--- config.mk ---
export PLATFORM = sky130hd
export DESIGN_NAME = uart_cmd_ctrl
export DESIGN_NICKNAME = d
export VERILOG_FILES = /design/src/rtl/uart_cmd_ctrl.sv
export SDC_FILE = /design/constraint.sdc
export NUM_CORES = 1
export LEC_CHECK = 0
export ABC_CLOCK_PERIOD_IN_PS = 3300
export CORE_ASPECT_RATIO = 0.7
export CORE_UTILIZATION = 25
export DETAILED_ROUTE_END_ITERATION = 10
export DONT_BUFFER_PORTS = 1
export SLEW_MARGIN = 40
export SYNTH_ARGS = -nofsm -noshare
export SYNTH_HDL_FRONTEND = slang
export SYNTH_SLANG_ARGS = --single-unit
--- constraint.sdc ---
create_clock -name CLK -period 3.3 [get_ports CLK]
set_input_delay 0.495 -clock CLK [delete_from_list [all_inputs] [get_ports CLK]]
set_output_delay 0.495 -clock CLK [all_outputs]
set_load 0.02 [all_outputs]
--- src/rtl/uart_cmd_ctrl.sv ---
// UART command frame controller: A5 CMD ADDR DATA CHK frames
// drive RAM writes, RAM-to-LED reads and direct LED loads.
module uart_cmd_ctrl #(
  parameter int ADDR_W  = 8,
  parameter int TIMEOUT = 1200000
) (
  input  logic              CLK,
  input  logic              reset_n,
  input  logic              rx_valid,
  input  logic [7:0]        rx_data,
  input  logic              rx_error,
  output logic              rts_n,
  output logic              ram_we,
  output logic [ADDR_W-1:0] ram_addr,
  output logic [7:0]        ram_wdata,
  input  logic [7:0]        ram_rdata,
  output logic [7:0]        leds,
  output logic              busy,
  output logic              frame_err,
  output logic [7:0]        err_count
);

  localparam int TW = $clog2(TIMEOUT + 1);
  localparam logic [TW-1:0] TMO = TW'(TIMEOUT);

  localparam logic [7:0] SYNC  = 8'hA5;
  localparam logic [7:0] C_WR  = 8'h01;
  localparam logic [7:0] C_RD  = 8'h02;
  localparam logic [7:0] C_LED = 8'h03;

  typedef enum logic [2:0] {
    S_IDLE,
    S_CMD,
    S_ADDR,
    S_DATA,
    S_CHK,
    S_EXEC,
    S_RD_WAIT
  } state_e;

  state_e            state_q;
  logic [7:0]        cmd_q;
  logic [7:0]        addr_q;
  logic [7:0]        data_q;
  logic [TW-1:0]     tmo_q;
  logic              ram_we_q;
  logic [ADDR_W-1:0] ram_addr_q;
  logic [7:0]        ram_wdata_q;
  logic [7:0]        leds_q;
  logic              frame_err_q;
  logic [7:0]        err_cnt_q;

  logic in_frame;
  logic cmd_ok;
  logic chk_ok;
  logic abort;

  assign in_frame = (state_q == S_CMD) || (state_q == S_ADDR) ||
                    (state_q == S_DATA) || (state_q == S_CHK);

  assign cmd_ok = (cmd_q == C_WR) || (cmd_q == C_RD) ||
                  (cmd_q == C_LED);

  assign chk_ok = cmd_ok &&
                  (rx_data == (cmd_q ^ addr_q ^ data_q));

  // rx_error wins over a same-cycle byte; timeout only when no byte arrives
  assign abort = in_frame &&
                 (rx_error ||
                  (!rx_valid && tmo_q == TMO) ||
                  (rx_valid && state_q == S_CHK && !chk_ok));

  always_ff @(posedge CLK or negedge reset_n) begin
    if (!reset_n) begin
      state_q     <= S_IDLE;
      cmd_q       <= '0;
      addr_q      <= '0;
      data_q      <= '0;
      tmo_q       <= '0;
      ram_we_q    <= 1'b0;
      ram_addr_q  <= '0;
      ram_wdata_q <= '0;
      leds_q      <= 8'h01;
      frame_err_q <= 1'b0;
      err_cnt_q   <= '0;
    end else begin
      ram_we_q    <= 1'b0;
      frame_err_q <= abort;

      if (abort && err_cnt_q != 8'hFF)
        err_cnt_q <= err_cnt_q + 8'd1;

      if (!in_frame || rx_valid)
        tmo_q <= '0;
      else if (tmo_q != TMO)
        tmo_q <= tmo_q + 1'b1;

      unique case (state_q)
        S_IDLE: begin
          if (rx_valid && rx_data == SYNC)
            state_q <= S_CMD;
        end
        S_CMD: begin
          if (abort) state_q <= S_IDLE;
          else if (rx_valid) begin
            cmd_q   <= rx_data;
            state_q <= S_ADDR;
          end
        end
        S_ADDR: begin
          if (abort) state_q <= S_IDLE;
          else if (rx_valid) begin
            addr_q  <= rx_data;
            state_q <= S_DATA;
          end
        end
        S_DATA: begin
          if (abort) state_q <= S_IDLE;
          else if (rx_valid) begin
            data_q  <= rx_data;
            state_q <= S_CHK;
          end
        end
        S_CHK: begin
          if (abort) state_q <= S_IDLE;
          else if (rx_valid) begin
            state_q <= S_EXEC;
            ram_we_q <= (cmd_q == C_WR);
            if (cmd_q == C_WR || cmd_q == C_RD)
              ram_addr_q <= ADDR_W'(addr_q);
            if (cmd_q == C_WR)
              ram_wdata_q <= data_q;
          end
        end
        S_EXEC: begin
          if (cmd_q == C_LED)
            leds_q <= data_q;
          state_q <= (cmd_q == C_RD) ? S_RD_WAIT : S_IDLE;
        end
        S_RD_WAIT: begin
          leds_q  <= ram_rdata;
          state_q <= S_IDLE;
        end
        default: state_q <= S_IDLE;
      endcase
    end
  end

  assign rts_n     = (state_q == S_EXEC) || (state_q == S_RD_WAIT);
  assign busy      = (state_q != S_IDLE);
  assign ram_we    = ram_we_q;
  assign ram_addr  = ram_addr_q;
  assign ram_wdata = ram_wdata_q;
  assign leds      = leds_q;
  assign frame_err = frame_err_q;
  assign err_count = err_cnt_q;

endmodule
==> summary.md, run 1 <==
| Metric | Value |
|---|---|
| Core ar. | `15,500 sq um` |
| P&R area growth vs syn | `14.0%` |
| Effective utilization at floorplan | `25.7%` |
| CTS tree | `yes` |
| Worst reg2reg path endpoint | `ram_addr[3]` |
| Slew HR | `57.9%` |
| Endpoints failing hold | `0` |
| Leakage power | `0.00197 uW` |
| Total Routing Usage GR | `12.6%` |
| Seq/Total Area, Yosys | `51.5%` |
| Slew @ Worst Pin | `0.626 ns` |
| Ys Warns | `0` |
| Placement Setup Slack | `0.666 ns` |
| Top-level I/O count | `56` |
| Die width | `153 um` |
| Startpoint Class | `register` |
| Antenna fix cells | `0` |
| Global-route wire length before repair | `15,500 um` |
| CP required | `3.53 ns` |
| # port buffers | `0` |
| Syn_area_per_cell | `11.2 sq um` |
| R2R depth | `6` |
| Outcome | `complete, no violations` |
| Final TNS setup | `0 ns` |
| GRT overflow | `0` |
| Yosys cell types | `46` |
| Post-synth EDFFs | `0` |
| Final-stage net count | `387` |
| PostCTS Resize Cnt | `0` |
| Critical Path Slowest Stage Cell | `nor3_4` |
| Critical R2R Launch | `addr_q[0]` |
| Synth Flop Type | `dfrtp_1` |
| GPL Wtd Cong | `0.794` |
| Hpwl dp | `6960 um` |
| Initial antenna violation count | `0` |
| Worst Setup End Kind | `register` |
| Root buffer cell | `clkbuf_16` |
| Internal power | `2290 uW` |
| Net Switching | `1230 uW` |
| 1st-iter DRT viols | `147` |
| Crit path to | `ram_addr[3]` |
| Max Cap Viol | `0` |
| Vias | `2,674` |
| WS Path Type | `reg2reg` |
| Reg2Reg Setup Slack | `0.72 ns` |
| Final worst setup slack | `0.725 ns` |
| Vias in the first global route | `2,748` |
| Crit path max fanout | `8` |
| CP dominant cell by count | `mux2_2` |
| Seq pwr share | `46.3%` |
| Crit-path cells | `xnor3_1, mux2_2, nand3_2, or3_1, nor3_4, mux2_2` |
| H-tree Lvls | `3` |
| Peak supply drop | `0.000290 V` |
| Fin. max-slew vios | `0` |
| Largest net degree at the start of global routing | `82` |
| CTS Buffer Depth | `2` |
| Layout cells sized above 1 | `18.4%` |
| Max Clk Rate | `388 MHz` |
| Switching portion of total power | `35.0%` |
| Die footprint | `16,500 sq um` |
| Total power | `3520 uW` |
| Post-Syn Nets | `380` |
| Delay-heaviest family, CP | `simple AND/OR/NAND/NOR gates` |
| Clock latency on the worst-skew pair | `0.34 ns` |
| Post-CTS Setup Inserts | `0` |
| Period minus WS final | `2.58 ns` |
| Combinational share of power | `25.1%` |
| Mapped Cells | `357` |
| Post-synth ARST share | `100%` |
| CP max stage delay | `0.50 ns` |
| Beginning of the critical path | `addr_q[0]` |
| Hold Path Class | `in2async` |
| Flops & latches, synth | `82` |
| DR DRC count | `0` |
| Buf/Inv on CP | `0` |
| Die H | `108 um` |
| Tcrit/Tclk final | `78.0%` |
| RSZ-0062 raised after global routing | `false` |
| Clock Skew | `0.00482 ns` |
| Final setup violation count | `0` |
| # rows | `38` |
| DR WL/cell | `16.9 um` |
| Mapped cell area | `3990 sq um` |
| Final ANT Viol Nets | `0` |
| DRT Pass-1 Iters | `4` |
| Power per cell area | `773 nW/um^2` |
| Crit. path cell count | `6` |
| Clock Sink Count | `82` |
| Clock slew at reported path FFs | `0.06 ns` |
| CTS Buf Count | `9` |
| Finished Layout Cells | `569` |
| DR vias/cell | `4.70` |
| Final WL | `9600 um` |
| CP arrival | `2.80 ns` |
| DP Cell Count | `551` |
| Clk pwr share | `28.6%` |
-- cells in the mapped netlist (all sizes together), types with 2 or more instances --
cell type	number	area, sq um
o21ai	6	30.0
o22ai	9	56.3
dfrtp	81	2030
and4	3	26.3
clkbuf	7	27.5
nand4	6	37.5
o31ai	3	22.5
mux2	44	495
a31oi	2	12.5
nand3b	2	15.0
nand2b	3	18.8
mux2i	2	20.0
ha	3	37.5
and2	2	12.5
a21o	2	15.0
nor2	33	124
a21oi	11	55.1
or3	6	37.5
nand3	18	95.1
nor3	8	62.6
nand2	17	63.8
xnor2	22	193
nor3b	2	15.0
xor2	20	175
nor4	5	37.5
and3	6	37.5
inv	16	60.1
nor4bb	2	20.0
nor2b	4	25.0
-- state kept, by name (all words and copies together) (netlist names) --
name	flops
frame_err	1
cmd_q	8
ram_we	1
leds	8
ram_wdata	8
err_count	8
ram_addr	8
data_q	8
addr_q	8
tmo_q	21
state_q	3
-- layer usage --
layer,GRT usage (%),wire [um],vias up,share of wire [%]
li1,-,-,1272,-
met1,16.7,4560,1309,47
met2,17.2,3840,84,40
met3,6.92,1100,9,11
met4,3.90,104,0,1.1
met5,0,0,-,0
-- final cells by class --
class,count,area [sq um]
fill,1558,11000
sequential,82,2050
multi-input combinational,251,1840
tap,200,250
clock buffer,11,243
inverter,16,60.1
clock inverter,5,53.8
timing repair buffer,4,52.6
-- cells in the final DEF (no fill, tap or decap), types with 2 or more instances in the layout --
| cell | synthesis | layout |
|---|---|---|
| dfrtp_1 | 81 | 81 |
| mux2_2 | 43 | 43 |
| nor2_1 | 33 | 33 |
| xnor2_1 | 22 | 22 |
| xor2_1 | 20 | 20 |
| nand3_1 | 17 | 17 |
| nand2_1 | 17 | 17 |
| inv_1 | 16 | 16 |
| a21oi_1 | 11 | 11 |
| o22ai_1 | 9 | 9 |
| clkbuf_16 | 0 | 9 |
| and3_1 | 6 | 6 |
| nand4_1 | 6 | 6 |
| or3_1 | 6 | 6 |
| o21ai_0 | 6 | 6 |
| nor3_1 | 6 | 6 |
| nor4_1 | 4 | 4 |
| nor2b_1 | 4 | 4 |
| o31ai_1 | 3 | 3 |
| nand2b_1 | 3 | 3 |
| and4_1 | 3 | 3 |
| ha_1 | 3 | 3 |
| clkinv_2 | 0 | 3 |
| nand3b_1 | 2 | 2 |
| and2_1 | 2 | 2 |
| nor4bb_1 | 2 | 2 |
| nor3b_1 | 2 | 2 |
| a21o_1 | 2 | 2 |
| nor3_4 | 2 | 2 |
| mux2i_1 | 2 | 2 |
| a31oi_1 | 2 | 2 |
| buf_4 | 0 | 2 |
-- worst min-delay path by stage --
stage          cells past startpoint  slack, ns     endpoint    start
2_1_floorplan                      0       0.20    addr_q[0]  reset_n
3_3_place_gp                       0       0.21  ram_addr[4]  reset_n
3_5_place_dp                       0       0.20  ram_addr[4]  reset_n
4_1_cts                            1       0.07     tmo_q[0]  reset_n
5_1_grt                            1       0.08  ram_addr[3]  reset_n
6_report                           1       0.06  ram_addr[5]  reset_n
-- power groups by stage --
stage / sequential, uW / clock [uW] / combinational, uW
6_report: 1630 / 1010 / 885
4_1_cts: 1630 / 1030 / 892
5_1_grt: 1670 / 1070 / 992
3_3_place_gp: 1640 / 0 / 850
3_5_place_dp: 1650 / 0 / 859
2_1_floorplan: 1550 / 0 / 741
-- timing repair --
action                                  4_1_cts  5_1_grt
hold buffers                                  2        0
hold endpoints to repair                     81        0
endpoints found under the setup margin        0        0
-- cell families after synthesis --
logic type / after synthesis / synth area share (%)
flip-flops: 82 / 51.5
AND/OR/NAND/NOR: 121 / 16.5
XOR/XNOR: 43 / 9.78
AO/OA/AOI/OAI: 38 / 5.90
buffers and inverters: 24 / 2.48
adder cells (fa/ha/maj): 3 / 0.941
multiplexers: 46 / 12.9
-- through the flow --
stage               hold slack, ns  utilization, %  instance area, sq um
finish                      0.0570            29.3                  4550
global placement             0.205            27.1                  4220
detailed placement           0.204            27.1                  4220
floorplan                    0.199               -                  3990
global route                0.0787            29.3                  4550
CTS                         0.0706            29.3                  4550
No activity file was read; power rests on OpenSTA's default activity.
==> run 2, diff against run 1 <==
Settings changed: ABC_CLOCK_PERIOD_IN_PS 3300 to 2200.
Clock period 3.3 ns to 2.2 ns, I/O delays scaled along.
==> summary.md, run 2 (synthesis results as in run 1) <==
| Metric | Value |
|---|---|
| Outcome | `finished with violations` |
| Failing checks | `hold timing, setup timing` |
| Top-level I/O count | `56` |
| Switching portion of total power | `34.3%` |
| Slew @ Worst Pin | `0.488 ns` |
| CTS Buf Count | `9` |
| Worst hold slack | `-0.312 ns` |
| Net Switching | `1970 uW` |
| Antenna fix cells | `0` |
| Vias in the first global route | `2,954` |
| Effective utilization at floorplan | `25.7%` |
| Seq pwr share | `40.4%` |
| Finished Layout Cells | `615` |
| Final worst setup slack | `-0.00562 ns` |
| Startpoint Class | `register` |
| Reg2Reg Setup Slack | `-0.006 ns` |
| Global-route wire length before repair | `15,700 um` |
| Die H | `108 um` |
| DP Cell Count | `596` |
| # port buffers | `0` |
| Clock slew at reported path FFs | `0.06 ns` |
| Period minus WS final | `2.21 ns` |
| Final setup violation count | `5` |
| DRT Pass-1 Iters | `4` |
| Layout cells sized above 1 | `30.4%` |
| Critical R2R Launch | `data_q[0]` |
| 1st-iter DRT viols | `170` |
| Buf/Inv on CP | `1` |
| Peak supply drop | `0.000490 V` |
| P&R area growth vs syn | `26.4%` |
| Crit. path cell count | `7` |
| RSZ-0062 raised after global routing | `true` |
| Largest net degree at the start of global routing | `83` |
| DR vias/cell | `4.60` |
| CP required | `2.42 ns` |
| Core ar. | `15,500 sq um` |
| Crit-path cells | `xnor3_1, mux2_4, nand3_4, or3_4, nor3_4, buf_12, mux2_4` |
| Die footprint | `16,500 sq um` |
| Clock Sink Count | `82` |
| CP max stage delay | `0.39 ns` |
| Util after Layout | `32.4%` |
| Vias | `2,827` |
| Leakage power | `0.00224 uW` |
| H-tree Lvls | `3` |
| Commonest non-fill, non-tap cell in the layout | `dfrtp_1` |
| DR DRC count | `0` |
| # rows | `38` |
| Endpoints failing hold | `82` |
| Clock latency on the worst-skew pair | `0.33 ns` |
| Root buffer cell | `clkbuf_16` |
| Hold Path Class | `in2async` |
| Most frequent cells in the layout | `81 x dfrtp_1, 47 x buf_4, 32 x nor2_1` |
| Crit path max fanout | `8` |
| Final WL | `9630 um` |
| GPL Wtd Cong | `0.801` |
| Beginning of the critical path | `data_q[0]` |
| DR WL/cell | `15.7 um` |
| Worst reg2reg path endpoint | `ram_addr[4]` |
| Biggest register | `tmo_q` |
| Final-stage net count | `433` |
| Filler cells | `1,542` |
| Die width | `153 um` |
| Total Routing Usage GR | `12.2%` |
| Internal power | `3780 uW` |
| Tcrit/Tclk final | `100%` |
| CTS tree | `yes` |
| Delay-heaviest family, CP | `simple AND/OR/NAND/NOR gates` |
| Fin. max-slew vios | `0` |
| CP dominant cell by count | `mux2_4` |
| Slew HR | `67.3%` |
| Max Cap Viol | `0` |
| WS Path Type | `reg2reg` |
| R2R depth | `7` |
| Max reg flops | `21` |
| Power per cell area | `1140 nW/um^2` |
| CP arrival | `2.42 ns` |
| Worst Setup End Kind | `register` |
| Placement Setup Slack | `-0.178 ns` |
| Clk pwr share | `26.0%` |
| Crit path to | `ram_addr[4]` |
| Initial antenna violation count | `0` |
| GRT overflow | `0` |
| Clock Skew | `0.00638 ns` |
| Max Clk Rate | `453 MHz` |
| Hpwl dp | `6950 um` |
| Critical Path Slowest Stage Cell | `xnor3_1` |
| Combinational share of power | `33.5%` |
| Final ANT Viol Nets | `0` |
| CTS Buffer Depth | `2` |
## run 2: final cells by class
| class | instances | area [sq um] | area share (%) |
|---|---|---|---|
| clock buffer | 11 | 243 | 4.81 |
| clock inverter | 5 | 53.8 | 1.07 |
| inverter | 16 | 60.1 | 1.19 |
| multi-input combinational | 251 | 1980 | 39.3 |
| sequential | 82 | 2050 | 40.7 |
| tap | 200 | 250 | 4.96 |
| timing repair buffer | 50 | 404 | 8.01 |
## run 2: worst min-delay path by stage
stage / to / slack [ns] / cells after the start
3_5_place_dp: data_q[5] / 0.04 / 0
4_1_cts: ram_wdata[1] / -0.33 / 0
6_report: ram_wdata[5] / -0.31 / 0
5_1_grt: leds[4] / -0.33 / 0
2_1_floorplan: addr_q[0] / 0.03 / 0
3_3_place_gp: ram_wdata[5] / 0.04 / 0
## run 2: metal layers
layer  wire (um)  global-route usage (%)  vias up  part of all wire [%]
met2        4130                    18.3       73                    43
met4         110                    3.90        0                   1.1
li1            -                       -     1358                     -
met3         734                    4.59       10                   7.6
met5           0                       0        -                     0
met1        4650                    16.1     1386                    48
## run 2: metrics by stage
stage	setup TNS [ns]	total power [uW]	instance area [sq um]
2_1_floorplan	-0.628	3440	4000
3_3_place_gp	-0.761	4080	4580
3_5_place_dp	-2.02	4130	4580
4_1_cts	0	5700	4920
5_1_grt	-1.16	6080	5040
6_report	-0.0166	5740	5040
## run 2: power groups by stage
stage	sequential (uW)	clock [uW]	combinational [uW]
floorplan	2320	0	1120
global placement	2320	0	1760
detailed placement	2340	0	1790
finish	2320	1490	1920
global route	2370	1600	2110
CTS	2320	1540	1830
## run 2: timing repair
item / CTS / global route
endpoints found under the hold margin: 82 / 82
setup buffers: 1 / 2
gates resized for setup: 5 / 30
pin swaps: 0 / 4
setup endpoints to repair: 22 / 25
